==> config.mk <==
export PLATFORM = sky130hd
export DESIGN_NAME = mem_access_unit
export DESIGN_NICKNAME = d
export VERILOG_FILES = /design/src/rtl/mem_access_unit.sv
export SDC_FILE = /design/constraint.sdc
export NUM_CORES = 1
export LEC_CHECK = 0
export ABC_CLOCK_PERIOD_IN_PS = 12400
export BUFFER_PORTS_ARGS = -buffer_cell sky130_fd_sc_hd__buf_2
export CAP_MARGIN = 20
export CORE_MARGIN = 2
export CORE_UTILIZATION = 50
export DETAILED_ROUTE_END_ITERATION = 6
export PLACE_DENSITY = 0.8
export SYNTH_ARGS = -nofsm -noshare
export SYNTH_HDL_FRONTEND = slang
export SYNTH_SLANG_ARGS = --single-unit
==> constraint.sdc <==
create_clock -name clk -period 12.4 [get_ports clk]
set_input_delay 2.48 -clock clk [delete_from_list [all_inputs] [get_ports clk]]
set_output_delay 2.48 -clock clk [all_outputs]
set_load 0.02 [all_outputs]
==> src/rtl/mem_access_unit.sv <==
// mem_access_unit
//   Sequential load/store unit between the M-stage pipeline and a
//   variable-latency req/ack data bus. One access in flight at a time.
//   Alignment is checked on acceptance. Bus transactions time out to a
//   bus-error exception. Loads return lane-selected, zero- or
//   sign-extended data.
//
// Ports
//   clk, reset             clock (rising edge), async active-high reset
//   req_valid/op/addr/wdata pipeline access request; req_ready = idle
//   flush                  cancels acceptance / response of current access
//   resp_valid/rdata/exc/exccode  one-cycle completion pulse
//   bus_req/we/addr/be/wdata      bus request, held until bus_ack
//   bus_ack/rdata          bus completion and read data
module mem_access_unit #(
  parameter int unsigned DATA_W  = 32,
  parameter int unsigned ADDR_W  = 32,
  parameter int unsigned TIMEOUT = 15
) (
  input  logic                clk,
  input  logic                reset,
  input  logic                req_valid,
  input  logic [3:0]          req_op,
  input  logic [ADDR_W-1:0]   req_addr,
  input  logic [31:0]         req_wdata,
  output logic                req_ready,
  input  logic                flush,
  output logic                resp_valid,
  output logic [31:0]         resp_rdata,
  output logic                resp_exc,
  output logic [4:0]          resp_exccode,
  output logic                bus_req,
  output logic                bus_we,
  output logic [ADDR_W-1:0]   bus_addr,
  output logic [DATA_W/8-1:0] bus_be,
  output logic [DATA_W-1:0]   bus_wdata,
  input  logic                bus_ack,
  input  logic [DATA_W-1:0]   bus_rdata
);

  localparam int unsigned NB = DATA_W / 8;
  localparam int unsigned LW = $clog2(NB);
  localparam int unsigned CW = (TIMEOUT == 0) ? 1 : $clog2(TIMEOUT + 1);
  localparam logic [ADDR_W-1:0] AMASK = {ADDR_W{1'b1}} << LW;

  typedef enum logic [1:0] {IDLE, BUS, RESP} state_t;

  typedef enum logic [3:0] {
    OP_NONE = 4'd0, OP_LW  = 4'd1, OP_LBU = 4'd2, OP_LB = 4'd3,
    OP_LHU  = 4'd4, OP_LH  = 4'd5, OP_SW  = 4'd6, OP_SB = 4'd7,
    OP_SH   = 4'd8
  } op_t;

  state_t              state_q;
  logic [3:0]          op_q;
  logic [LW-1:0]       lane_q;
  logic [CW-1:0]       cnt_q;
  logic                cancel_q;
  logic                bus_req_q, bus_we_q;
  logic [ADDR_W-1:0]   bus_addr_q;
  logic [NB-1:0]       bus_be_q;
  logic [DATA_W-1:0]   bus_wdata_q;
  logic                resp_valid_q, resp_exc_q;
  logic [4:0]          resp_exccode_q;
  logic [31:0]         resp_rdata_q;

  // Request decode
  logic                op_valid, is_load, is_store, is_word, is_half, misaligned;
  logic [LW-1:0]       lane;
  logic [NB-1:0]       be_d;
  logic [DATA_W-1:0]   wdata_d;
  logic [ADDR_W-1:0]   addr_d;

  always_comb begin
    is_load    = (req_op >= OP_LW) && (req_op <= OP_LH);
    is_store   = (req_op >= OP_SW) && (req_op <= OP_SH);
    op_valid   = is_load || is_store;
    is_word    = (req_op == OP_LW) || (req_op == OP_SW);
    is_half    = (req_op == OP_LHU) || (req_op == OP_LH) || (req_op == OP_SH);
    misaligned = (is_word && (req_addr[1:0] != 2'b00)) || (is_half && req_addr[0]);
    lane       = req_addr[LW-1:0];
    addr_d     = req_addr & AMASK;
    be_d       = '0;
    wdata_d    = '0;
    if (is_store) begin
      if (is_word) begin
        be_d    = NB'(4'hF) << lane;
        wdata_d = {(NB/4){req_wdata}};
      end else if (is_half) begin
        be_d    = NB'(2'b11) << lane;
        wdata_d = {(NB/2){req_wdata[15:0]}};
      end else begin
        be_d    = NB'(1'b1) << lane;
        wdata_d = {NB{req_wdata[7:0]}};
      end
    end
  end

  // Load extension of the lane addressed by the latched access
  logic [DATA_W-1:0]   shifted;
  logic [31:0]         ext_d;

  always_comb begin
    shifted = bus_rdata >> {lane_q, 3'b000};
    ext_d   = '0;
    case (op_q)
      OP_LW:   ext_d = shifted[31:0];
      OP_LBU:  ext_d = {24'b0, shifted[7:0]};
      OP_LB:   ext_d = {{24{shifted[7]}}, shifted[7:0]};
      OP_LHU:  ext_d = {16'b0, shifted[15:0]};
      OP_LH:   ext_d = {{16{shifted[15]}}, shifted[15:0]};
      default: ext_d = '0;
    endcase
  end

  // Ack takes priority over the timeout in the same cycle.
  logic timeout_hit;
  always_comb begin
    timeout_hit = (TIMEOUT != 0) && !bus_ack && (cnt_q == CW'(TIMEOUT - 1));
  end

  always_ff @(posedge clk or posedge reset) begin
    if (reset) begin
      state_q        <= IDLE;
      op_q           <= '0;
      lane_q         <= '0;
      cnt_q          <= '0;
      cancel_q       <= 1'b0;
      bus_req_q      <= 1'b0;
      bus_we_q       <= 1'b0;
      bus_addr_q     <= '0;
      bus_be_q       <= '0;
      bus_wdata_q    <= '0;
      resp_valid_q   <= 1'b0;
      resp_exc_q     <= 1'b0;
      resp_exccode_q <= '0;
      resp_rdata_q   <= '0;
    end else begin
      resp_valid_q <= 1'b0;
      case (state_q)
        IDLE: begin
          if (req_valid && !flush && op_valid) begin
            op_q     <= req_op;
            lane_q   <= lane;
            cnt_q    <= '0;
            cancel_q <= 1'b0;
            if (misaligned) begin
              state_q        <= RESP;
              resp_valid_q   <= 1'b1;
              resp_exc_q     <= 1'b1;
              resp_exccode_q <= is_store ? 5'd5 : 5'd4;
              resp_rdata_q   <= '0;
            end else begin
              state_q     <= BUS;
              bus_req_q   <= 1'b1;
              bus_we_q    <= is_store;
              bus_addr_q  <= addr_d;
              bus_be_q    <= be_d;
              bus_wdata_q <= wdata_d;
            end
          end
        end
        BUS: begin
          if (bus_ack || timeout_hit) begin
            bus_req_q <= 1'b0;
            bus_we_q  <= 1'b0;
            bus_be_q  <= '0;
            cnt_q     <= '0;
            // A cancelled access has no response to give, so it skips RESP
            // and the unit is ready again in the cycle after completion.
            if (cancel_q || flush) begin
              state_q  <= IDLE;
              cancel_q <= 1'b0;
            end else begin
              state_q        <= RESP;
              resp_valid_q   <= 1'b1;
              resp_exc_q     <= !bus_ack;
              resp_exccode_q <= bus_ack ? 5'd0 : 5'd7;
              resp_rdata_q   <= bus_ack ? ext_d : 32'd0;
            end
          end else begin
            cnt_q <= cnt_q + 1'b1;
            if (flush) cancel_q <= 1'b1;
          end
        end
        RESP: begin
          state_q        <= IDLE;
          cancel_q       <= 1'b0;
          resp_exc_q     <= 1'b0;
          resp_exccode_q <= '0;
          resp_rdata_q   <= '0;
        end
        default: state_q <= IDLE;
      endcase
    end
  end

  assign req_ready    = (state_q == IDLE);
  // A flush arriving during the response cycle still kills the pulse.
  assign resp_valid   = resp_valid_q && !flush;
  assign resp_rdata   = resp_rdata_q;
  assign resp_exc     = resp_exc_q;
  assign resp_exccode = resp_exccode_q;
  assign bus_req      = bus_req_q;
  assign bus_we       = bus_we_q;
  assign bus_addr     = bus_addr_q;
  assign bus_be       = bus_be_q;
  assign bus_wdata    = bus_wdata_q;

endmodule

### After elaboration in Yosys (flattened, before gate mapping)

Index checks and enable logic that the tools add are counted.

* $lt $le $gt $ge: 4
* shift operators: 4
* multipliers: 0
* $add $sub $neg: 1
* muxes and demuxes: 54
* equality and inequality tests: 20
* divide/modulo/power cells: 0
* reduce and logical (&&, ||, !) cells: 28
* bitwise logic cells: 1

Operators with widths (count)
* two-way mux 32 bit: 8
* case mux 32 bit (5 select lines): 1
* case mux 32 bit (3 select lines): 1
* two-way mux 4 bit: 8
* >> shifter 32 x 5 -> 32 bit: 1
* == test 4 x 3 -> 1 bit, second input constant: 5
* two-way mux 5 bit: 4
* two-way mux 1 bit: 18
* case mux 4 bit (2 select lines): 2
* case mux 5 bit (3 select lines): 1
* == test 4 x 1 -> 1 bit, second input constant: 2
* == test 4 x 2 -> 1 bit, second input constant: 2
* == test 4 bit, second input constant: 2
* logical AND 1 bit: 8
* two-way mux 2 bit: 4
* AND reduction 4 bit: 2
* logical OR 1 bit: 7
* inequality test 2 bit, second input constant: 3
* inequality test 3 bit, second input constant: 2
* case mux 1 bit (2 select lines): 3
* case mux 1 bit (3 select lines): 2
* AND reduction 2 bit: 3
* AND reduction 5 bit: 1
* adder 4 x 1 -> 4 bit, second input constant: 1
* other kinds (18): 21

* memories kept: 0
* RAM bits: 0
* bits in registers: 120
* bits in read-only memories: 0
* latch bits: 0
* logic and storage cells: 126

### Depth between registers and ports, before layout

Gate-level depths: netlist of run 1.

* depth after elaboration: 9
* mapped depth: 9

### Least setup slack after synthesis of run 1

OpenSTA, ideal clock, no wires.

* path type: input-to-output
* start: input port flush
* end: output port resp_valid
* stages: 1
* data required time: 9.920 ns
* arrival: 2.784 ns
* path slack: 7.136 ns
* path through: nor2b_1

* cells in the longest elaborated chain, start to end: 2

RTL lines
* start, declared: RTL line 27 `input logic flush,`
* logical NOT 1 bit: RTL line 200 `assign resp_valid = resp_valid_q && !flush;`
* logical AND 1 bit: RTL line 200
* end, declared: RTL line 28 `output logic resp_valid,`

No other way between the ends.

### Worst setup path in the final report of run 1

Same ends and word-level chain as after synthesis.

==> results of run 1 <==
-- cell type report --
type / instances / area [um^2]
Clock buffer: 18 / 439
Clock inverter: 14 / 176
Fill cell: 936 / 4150
Inverter: 33 / 126
Multi-Input combinational cell: 352 / 2810
Sequential cell: 117 / 2930
Tap cell: 147 / 184
Timing Repair Buffer: 217 / 1100
-- metal layers --
metal	vias to the layer above	track usage, %
li1	2323	-
met1	2445	29.7
met2	185	41.2
met3	23	6.80
met4	0	9.92
met5	-	0
-- registers in the layout (all words and copies together), names as in the netlist --
register and count:
bus_addr 30, cnt_q 4, cancel_q 1, resp_rdata 32
bus_req 1, bus_wdata 32, op_q 4, resp_exccode 2
bus_be 4, resp_exc 1, lane_q 2, state_q 2
bus_we 1, resp_valid_q 1
-- synthesized netlist by cell type, types with 11 or more instances --
| library cell | count |
|---|---|
| mux2i_1 | 36 |
| mux2_2 | 46 |
| clkbuf_1 | 27 |
| nor2_1 | 14 |
| a21o_1 | 18 |
| nand2_1 | 23 |
| o21ai_0 | 36 |
| inv_1 | 33 |
| a211oi_1 | 31 |
| nor2b_1 | 11 |
| dfrtp_1 | 117 |
| mux2_4 | 21 |
| a21oi_1 | 22 |
| nand2b_1 | 16 |
-- per-stage QoR --
step	power (mW)	instance area [um^2]	util [%]	hold slack [ns]	worst slack [ns]
4_1_cts	1.68	7750	65.1	0.473	7.04
5_1_grt	1.75	7760	65.1	0.486	7.03
2_1_floorplan	0.988	6050	-	0.469	6.82
6_report	1.66	7760	65.1	0.467	7.04
3_5_place_dp	1.17	7140	59.9	0.460	7.01
3_3_place_gp	1.15	7140	59.9	0.454	7.04
-- power groups by stage --
stage / clock network [mW] / logic, mW / registers [mW]
floorplan: 0 / 0.331 / 0.657
global placement: 0 / 0.586 / 0.559
detailed placement: 0 / 0.602 / 0.565
CTS: 0.512 / 0.603 / 0.561
global route: 0.530 / 0.643 / 0.575
finish: 0.502 / 0.599 / 0.560
-- cell families (layout without fill, tap and decap cells) --
kind of cell	Yosys count	in the layout	synth area share, %
fa+ha+maj	5	5	1.04
compound gates	139	139	15.5
mux	104	104	20.2
other cells	1	4	0.0621
simple gates	100	100	9.39
flops	117	117	48.5
buf+inv	73	282	5.35
-- worst max-delay path, stage by stage --
cell and delay, ns:
buf_2 0.13, nor2b_1 0.10, buf_2 0.17
-- final timing paths --
| kind | from | to | cells after the start |
|---|---|---|---|
| hold / removal | bus_wdata[11] | bus_wdata[11] | 1 |
| hold reg to reg | bus_wdata[11] | bus_wdata[11] | 1 |
| min in group asynchronous | reset | bus_addr[13] | 2 |
| setup reg to reg | state_q[1] | bus_be[0] | 8 |
| max in group asynchronous | reset | resp_rdata[1] | 3 |
| setup / recovery | flush | resp_valid | 3 |
==> parameters.txt, run 1 <==
Parameter                              Value

Outcome
  Result of the run    complete, no violations

Layout
  Final non-filler cell total    898
  Most used cells in the layout excluding fill and tap cells    buf_2, dfrtp_1, mux2_2
  Layout cells sized above 1    43.4%
  Number of antenna repair diodes    0
  Count of nets after finishing    848
  Most common cell after layout, fill and taps aside    buf_2
  Area grow syn2layout    28.6%

Critical path
  Internal reg-to-reg setup slack    9.24 ns
  Element type at the critical path end    primary output
  Maximum fanout count along the critical path    6
  Data arrival time at the worst-slack endpoint    2.88 ns
  Setup Crit Path Kind    primary input to primary output
  Data required time at the worst endpoint    9.92 ns
  Nature of the critical path startpoint    primary input

Drt
  Highest routed layer    met4
  DRC Markers    0
  Post-detailed-route wirelength per cell    17.4 um
  Antenna Violating Nets Remaining    0
  Wl on met1    6.53 mm
  DRC violation total after the first TritonRoute iteration    285
  Overall via count from detail_route    4,976
  Wire length on met3    1.01 mm
  Length of the first detailed-routing pass in iterations    4
  WL met2    7.79 mm
  Ratio of routed vias to standard cells    5.54
  Aggregate routed wire length    15.6 mm

Pwr
  Switching component of the power    0.604 mW
  Peak ir drop on the vdd network    0.144 mV
  Part of the power in registers    33.7%
  Comb power frac    36.0%
  Clk pwr share    30.2%
  Static leakage power    4.03 nW
  Power per cell area    214 nW/um^2
  Switching share of total power    36.4%
  Cell-internal power    1.06 mW

Synthesis
  Avg Synthesized Cell Area    11.2 um^2
  EDFF count, synth    0
  Combined area of all synthesized cells    6030 um^2
  Portion of synthesized cell area occupied by the leading cell type    48.5%
  Share of flip-flops with an asynchronous set or reset    100%
  Syn. warnings    0
  Number of standard cells after synthesis    539
  Register bit count reported by yosys    117
  Synth unique cells    51
  Largest area contributor in the netlist    dfrtp_1
  Part of the Yosys area used for sequential elements    48.5%
  Cell types with the largest area share after synthesis    dfrtp_1, mux2_2, mux2i_1
  Primary flip-flop cell chosen by synthesis mapping    dfrtp_1

Clock tree
  Deepest clock path buffer count    2
  Num CTS Buffers    17
  Htree depth    4
  Setup bufs post-CTS    0
  Clock Tree Root    clkbuf_16
  Number of hold-repair buffers added at the cts stage    0
  # clock sinks    117
  CTS tree    yes
  Clock insertion delay at the later pin of the skew report    0.41 ns
  Clock transition at the registers of the reported paths    0.05 ns
  CTS resizes    0

STA
  Maximum clock rate    0.187 GHz
  Setup repair after global routing missed its margin    false
  Max-slew violation count    0
  Transition at the pin with the smallest max-transition slack    0.956 ns
  Post-route clock skew    0.00710 ns
  Final number of setup-violating endpoints    0
  Fin Setup TNS    0 ns
  Final worst-path cycle share    43.2%
  Shortest clock period the worst path allows after layout    5.36 ns
  Max_slew headroom    36.3%
  Final Hold Fails    0

Die
  Number of ports placed on the die boundary    215
  Die height    114 um
  Width of the die    114 um
  Die Area    13,000 um^2
  Placeable core region    11,900 um^2
  Site Rows    40
  Starting Density    50.7%

GRT
  Grt ovf    0
  Wire length of the first global-routing pass    24.6 mm
  Combined global-route utilization of all metal layers    24.4%
  Number of global-route vias before repair    4,998
  Initial antenna violation count    0
  Largest net degree at the start of global routing    97

Job
  Max capacitance violation total    0

Placed design
  Port Buffer Count    210
  Hpwl dp    11.2 mm
  Placed Cells    865
  Global placer's final weighted congestion    0.863

Hold path
  Kind of path behind the tightest hold check    flop to flop
(Power assumes the default switching activity.)
==> run 2, diff against run 1 <==
Settings changed: ABC_AREA set to 1, ABC_CLOCK_PERIOD_IN_PS 12400 to 5550, PLACE_DENSITY 0.8 to 0.79.
Clock period 12.4 ns to 5.55 ns, I/O delays scaled along.
==> run 2 against run 1 <==
  * Sequential cell count unchanged
  * Via count increased by 26%
  * Worst setup slack worse by 4.5 ns
  * Power is 130% higher
  * Routed wire length increased by 9.4%
  * Global-route usage rose by 0.38 points
  * Worst hold slack got worse by 0.0040 ns
  * Core utilization shrank 1.7 points
==> parameters.txt, run 2 <==
Parameter                              Value

Drt
  Length of the first detailed-routing pass in iterations    5
  DRC violation total after the first TritonRoute iteration    509
  Antenna Violating Nets Remaining    0
  Post-detailed-route wirelength per cell    13.9 um
  Overall via count from detail_route    6,245
  DRC Markers    0
  Aggregate routed wire length    17.1 mm
  Ratio of routed vias to standard cells    5.08

Critical path
  CP peak stage delay    0.41 ns
  Data arrival time at the worst-slack endpoint    3.30 ns
  Worst path cell trace    buf_2 > nor2_4 > nor2_1 > nor2_2 > nand3_2 > nor2_4 > buf_4 > inv_2 > buf_4 > nand2_1 > o21ai_0
  Category of cells accounting for the largest share of critical-path delay    buffers and inverters
  Nature of the critical path startpoint    primary input
  Sum of buffers and inverters on the critical path    4
  Maximum fanout count along the critical path    57
  Slowest-stage cell, CP    buf_4
  Setup Crit Path Kind    primary input to flop
  Data required time at the worst endpoint    5.82 ns
  Element type at the critical path end    flop

GRT
  Wire length of the first global-routing pass    26.5 mm
  Combined global-route utilization of all metal layers    24.8%
  Initial antenna violation count    0
  Number of global-route vias before repair    5,500
  Largest net degree at the start of global routing    79
  Grt ovf    0

Synthesis
  Primary flip-flop cell chosen by synthesis mapping    dfrtp_1
  Register bit count reported by yosys    117
  Largest family of logic cells by synthesized area    simple AND/OR/NAND/NOR gates
  Combined area of all synthesized cells    6370 um^2
  EDFF count, synth    0
  Adder-cell area share of the yosys netlist    0.982%
  Cell with the most instances after synthesis    nand2_1
  Synth Area in Compound Gates    9.80%
  Cell types with the largest area share after synthesis    dfrtp_1, nand2_1, nand3_1
  Share of flip-flops with an asynchronous set or reset    100%
  Avg Synthesized Cell Area    7.38 um^2
  Syn. warnings    0
  Area share of and/or/nand/nor cells after synthesis    35.2%
  Synth unique cells    31
  Mux cell area share after synthesis    0%
  Part of the Yosys area used for sequential elements    45.9%
  Number of standard cells after synthesis    864
  Synth cell count leaders    nand2_1, dfrtp_1, nand3_1, o21ai_0, inv_1
  Xor and xnor area share after synthesis    0%
  Portion of synthesized cell area occupied by the leading cell type    45.9%
  Largest area contributor in the netlist    dfrtp_1

Clock tree
  CTS resizes    0
  Setup bufs post-CTS    0
  Clock Tree Root    clkbuf_16
  CTS tree    yes
  Deepest clock path buffer count    2
  Number of hold-repair buffers added at the cts stage    0
  Htree depth    4
  Clock transition at the registers of the reported paths    0.06 ns
  Clock insertion delay at the later pin of the skew report    0.41 ns
  Num CTS Buffers    17
  # clock sinks    117

Pwr
  Power per cell area    478 nW/um^2
  Peak ir drop on the vdd network    0.253 mV
  Static leakage power    4.66 nW
  Sum of internal, switching and leakage power    3.80 mW

Hold path
  Kind of path behind the tightest hold check    flop to flop

Layout
  Most common cell after layout, fill and taps aside    nand2_1
  Fillers    1,144
  Most used cells in the layout excluding fill and tap cells    nand2_1, buf_2, dfrtp_1
  Number of antenna repair diodes    0
  Layout cells sized above 1    27.0%
  Count of nets after finishing    1,156
  Final std cell area, no fill    7950 um^2
  Area grow syn2layout    24.7%

Die
  Placeable core region    12,500 um^2
  Site Rows    41
  Die height    117 um
  Number of ports placed on the die boundary    215
  Die Area    13,700 um^2
  Width of the die    117 um
  Starting Density    50.9%

STA
  Max_slew headroom    33.5%
  Final worst setup slack    2.52 ns
  Maximum clock rate    0.330 GHz
  Final worst-path cycle share    54.7%
  Max-slew violation count    0
  Transition at the pin with the smallest max-transition slack    0.994 ns
  Shortest clock period the worst path allows after layout    3.03 ns
  Setup repair after global routing missed its margin    false
  Fin Setup TNS    0 ns
  Final number of setup-violating endpoints    0
  Min Hold Slack    0.463 ns
  Final Hold Fails    0
  Post-route clock skew    0.00805 ns

Placed design
  Global placer's final weighted congestion    0.958
  Place WS    2.07 ns
  Placement Cell Area    7350 um^2
  Port Buffer Count    210
  Hpwl dp    12.0 mm

Job
  Max capacitance violation total    0

Outcome
  Result of the run    complete, no violations
==> run 2: cell count changes after synthesis, moves of 18 or more <==
cell      previous run  this run
mux2i_1             36         0
mux2_4              21         0
o21ai_0             36        62
mux2_2              46         0
buf_2                0        19
nand2_1             23       367
nand3_1              3        78
a211oi_1            31         7
a21o_1              18         0
==> run 2: where the power goes <==
group / switching, mW / internal (mW)
clock: 0.377 / 0.678
combinational: 1.03 / 0.438
sequential: 0.185 / 1.08
total: 1.59 / 2.20
==> run 2: final timing paths <==
kind / startpoint / slack, ns / cells past startpoint / to
hold reg to reg: bus_addr[13] / 0.46 / 2 / bus_addr[13]
setup / recovery: req_op[0] / 2.52 / 11 / bus_wdata[9]
setup reg to reg: lane_q[1] / 2.64 / 8 / resp_rdata[30]
hold / removal: bus_addr[13] / 0.46 / 2 / bus_addr[13]
min in group asynchronous: reset / 0.62 / 2 / bus_addr[17]
max in group asynchronous: reset / 3.81 / 4 / bus_addr[6]
==> run 2: tightest hold or removal path, cell delays in order (launching register included) <==
cell,delay (ns)
dfrtp_1,0.33
nand2_1,0.05
nand2_1,0.04
==> run 2: per-stage QoR <==
step | instances | util (%)
finish | 1230 | 63.5
global route | 1230 | 63.5
CTS | 1229 | 63.3
detailed placement | 1198 | 58.7
global placement | 1198 | 58.7
floorplan | 867 | -
==> run 2: layout make-up <==
cell class | count | area [um^2] | area share (%)
inverter | 50 | 190 | 2.39
timing repair buffer | 214 | 1100 | 13.9
clock inverter | 9 | 104 | 1.31
tap | 172 | 215 | 2.71
multi-input combinational | 646 | 2940 | 37.0
clock buffer | 22 | 464 | 5.84
sequential | 117 | 2930 | 36.8
==> run 2: cell families (layout without fill, tap and decap cells) <==
family	Yosys count	after routing
other	1	4
flip-flops	117	117
buffers and inverters	104	295
adder cells (fa/ha/maj)	5	5
AO/OA/AOI/OAI	117	117
AND/OR/NAND/NOR	520	520
==> run 2: per-layer routing <==
metal	track usage, %	vias to the layer above	wire length (um)
met5	0	-	0
met4	10.8	0	487
met3	5.72	46	1200
met2	37.4	250	7890
met1	34.5	2834	7510
li1	-	3115	-
==> run 3, diff against run 2 <==
Settings changed: ABC_AREA 1 to 0, ABC_CLOCK_PERIOD_IN_PS 5550 to 2800, PLACE_DENSITY 0.79 to 0.8.
Clock period 5.55 ns to 2.8 ns, I/O delays scaled along.
==> run 3 against run 2 <==
  * Cell count shrank 25%
  * Combinational power up 88%
  * Highest routed layer is now met5
  * Routed wire length fell by 5.6%
  * Clock power increased by 120%
  * Clock-buffer cell count down 1
  * Power rose by 98%
  * Critical endpoint is now resp_rdata[21]
  * Core utilization up 3.5 points
  * Worst setup slack lost 2.2 ns
  * Design area rose by 0.36%
  * Die area shrank 5.1%
  * Register-to-register slack worse by 2.2 ns
  * Non-clock buffer count rose by 25
==> parameters.txt, run 3 (synthesis gave the netlist of run 1 again) <==
Parameter                              Value

Outcome
  Result of the run    complete, no violations

Critical path
  End point of the critical path    resp_rdata[21]
  Internal reg-to-reg setup slack    0.42 ns
  Data arrival time at the worst-slack endpoint    2.80 ns
  Data required time at the worst endpoint    3.09 ns
  Slowest-stage cell, CP    or4b_4
  Worst R2R End    resp_rdata[19]
  Beginning of the critical path    req_op[0]
  CP peak stage delay    0.55 ns
  Setup Crit Path Kind    primary input to flop
  Logic depth of the worst setup path including buffers    7
  Nature of the critical path startpoint    primary input
  Sum of buffers and inverters on the critical path    2
  Maximum fanout count along the critical path    30
  Launching point of the worst reg2reg path    lane_q[1]
  Element type at the critical path end    flop
  Worst Reg2Reg Path Length in Cells    5
  Worst path cell trace    buf_2 > o31a_1 > or4b_4 > a31o_1 > a2111oi_4 > buf_12 > mux2_2
  Category of cells accounting for the largest share of critical-path delay    compound AO/OA/AOI/OAI gates

GRT
  Combined global-route utilization of all metal layers    25.6%
  Grt ovf    0
  Grt met3 use    7.39%
  Met2 usage in global routing    43.6%
  Number of global-route vias before repair    5,296
  GRT busiest layer    met2
  Wire length of the first global-routing pass    25.9 mm
  Met1 track utilization from global routing    30.7%
  Largest net degree at the start of global routing    69
  Initial antenna violation count    1

Die
  Die height    114 um
  Width of the die    114 um
  Starting Density    50.7%
  Die Area    13,000 um^2
  Number of ports placed on the die boundary    215
  Site Rows    40
  Placeable core region    11,900 um^2

Drt
  Post-detailed-route wirelength per cell    17.5 um
  Ratio of routed vias to standard cells    5.54
  Overall via count from detail_route    5,095
  DRC violation total after the first TritonRoute iteration    295
  DRC Markers    0
  Aggregate routed wire length    16.1 mm
  Antenna Violating Nets Remaining    0
  Length of the first detailed-routing pass in iterations    4

STA
  Max-slew violation count    0
  Final number of setup-violating endpoints    0
  Max_slew headroom    52.0%
  Min Hold Slack    0.228 ns
  Fin Setup TNS    0 ns
  Transition at the pin with the smallest max-transition slack    0.714 ns
  Maximum clock rate    0.398 GHz
  Shortest clock period the worst path allows after layout    2.51 ns
  Post-route clock skew    0.00597 ns
  Setup repair after global routing missed its margin    false
  Final Hold Fails    0
  Final worst-path cycle share    89.8%

Pwr
  Switching share of total power    35.5%
  Part of the power in registers    33.0%
  Peak ir drop on the vdd network    0.735 mV
  Switching component of the power    2.66 mW
  Power per cell area    942 nW/um^2
  Comb power frac    36.8%
  Clk pwr share    30.3%
  Static leakage power    4.16 nW
  Cell-internal power    4.85 mW

Clock tree
  Clock insertion delay at the later pin of the skew report    0.41 ns
  CTS tree    yes
  Htree depth    4
  Deepest clock path buffer count    2
  CTS resizes    0
  Number of hold-repair buffers added at the cts stage    0
  Setup bufs post-CTS    0
  Clock transition at the registers of the reported paths    0.05 ns
  # clock sinks    117
  Num CTS Buffers    17
  Clock Tree Root    clkbuf_16

Layout
  Number of antenna repair diodes    0
  Fillers    926
  Layout cells sized above 1    44.6%
  Area grow syn2layout    32.2%
  Most common cell after layout, fill and taps aside    buf_2
  Most used cells in the layout excluding fill and tap cells    buf_2, dfrtp_1, mux2_2
  Final std cell area, no fill    7980 um^2
  Count of nets after finishing    870

Hold path
  Kind of path behind the tightest hold check    primary input to async pin

Placed design
  Port Buffer Count    210
  Placement Cell Area    7350 um^2
  Global placer's final weighted congestion    0.911
  Hpwl dp    11.9 mm

Job
  Max capacitance violation total    0
-- run 3: changes by cell type in the layout (fill, tap and decap cells not counted), moves of 16 or more --
cell	before	now
nand2_1	367	23
nand3_1	78	3
mux2_2	0	46
mux2i_1	0	36
o21ai_0	62	36
a211oi_1	7	31
buf_4	3	26
mux2_4	0	21
a21o_1	0	18
nand2b_1	0	16
or2_2	17	1
-- run 3: worst reg2reg max path, stage by stage (launching register included) --
cell	delay [ns]
dfrtp_1	0.64
mux4_2	0.61
nand3b_1	0.13
a311o_1	0.35
o21ai_0	0.24
mux2_4	0.30
-- run 3: area by class of cell --
| cell class | instances | area (um^2) | area share, % |
|---|---|---|---|
| clock buffer | 21 | 450 | 5.65 |
| tap | 147 | 184 | 2.31 |
| clock inverter | 11 | 174 | 2.18 |
| multi-input combinational | 352 | 2810 | 35.2 |
| sequential | 117 | 2930 | 36.7 |
| timing repair buffer | 239 | 1310 | 16.4 |
| inverter | 33 | 128 | 1.60 |
-- run 3: routing by layer --
metal	vias up	wire (um)
li1	2368	-
met1	2460	6430
met2	232	8120
met3	33	1240
met4	2	337
met5	-	7
-- run 3: power by group through the flow --
stage | Sequential, mW | Clock, mW | Combinational, mW
CTS | 2.48 | 2.32 | 2.78
global placement | 2.46 | 0 | 2.71
detailed placement | 2.49 | 0 | 2.77
finish | 2.48 | 2.27 | 2.76
floorplan | 2.91 | 0 | 1.47
global route | 2.54 | 2.39 | 2.96
-- run 3: worst min path at each step --
stage / startpoint / endpoint / slack, ns / cells past startpoint
final: reset / resp_rdata[19] / 0.23 / 2
after global routing: reset / resp_rdata[19] / 0.24 / 2
after CTS: reset / resp_rdata[19] / 0.22 / 2
after detailed placement: bus_wdata[10] / bus_wdata[10] / 0.46 / 1
after global placement: bus_wdata[31] / bus_wdata[31] / 0.46 / 1
after floorplan: cnt_q[3] / cnt_q[3] / 0.47 / 1
-- run 3: per-stage QoR --
| step | setup WS (ns) | utilization (%) | power [mW] | cells |
|---|---|---|---|---|
| floorplan | -0.0979 | - | 4.38 | 542 |
| global placement | -0.0436 | 61.7 | 5.17 | 888 |
| detailed placement | -0.107 | 61.7 | 5.26 | 888 |
| CTS | 0.327 | 67.0 | 7.57 | 920 |
| global route | 0.247 | 67.0 | 7.90 | 920 |
| finish | 0.286 | 67.0 | 7.51 | 920 |
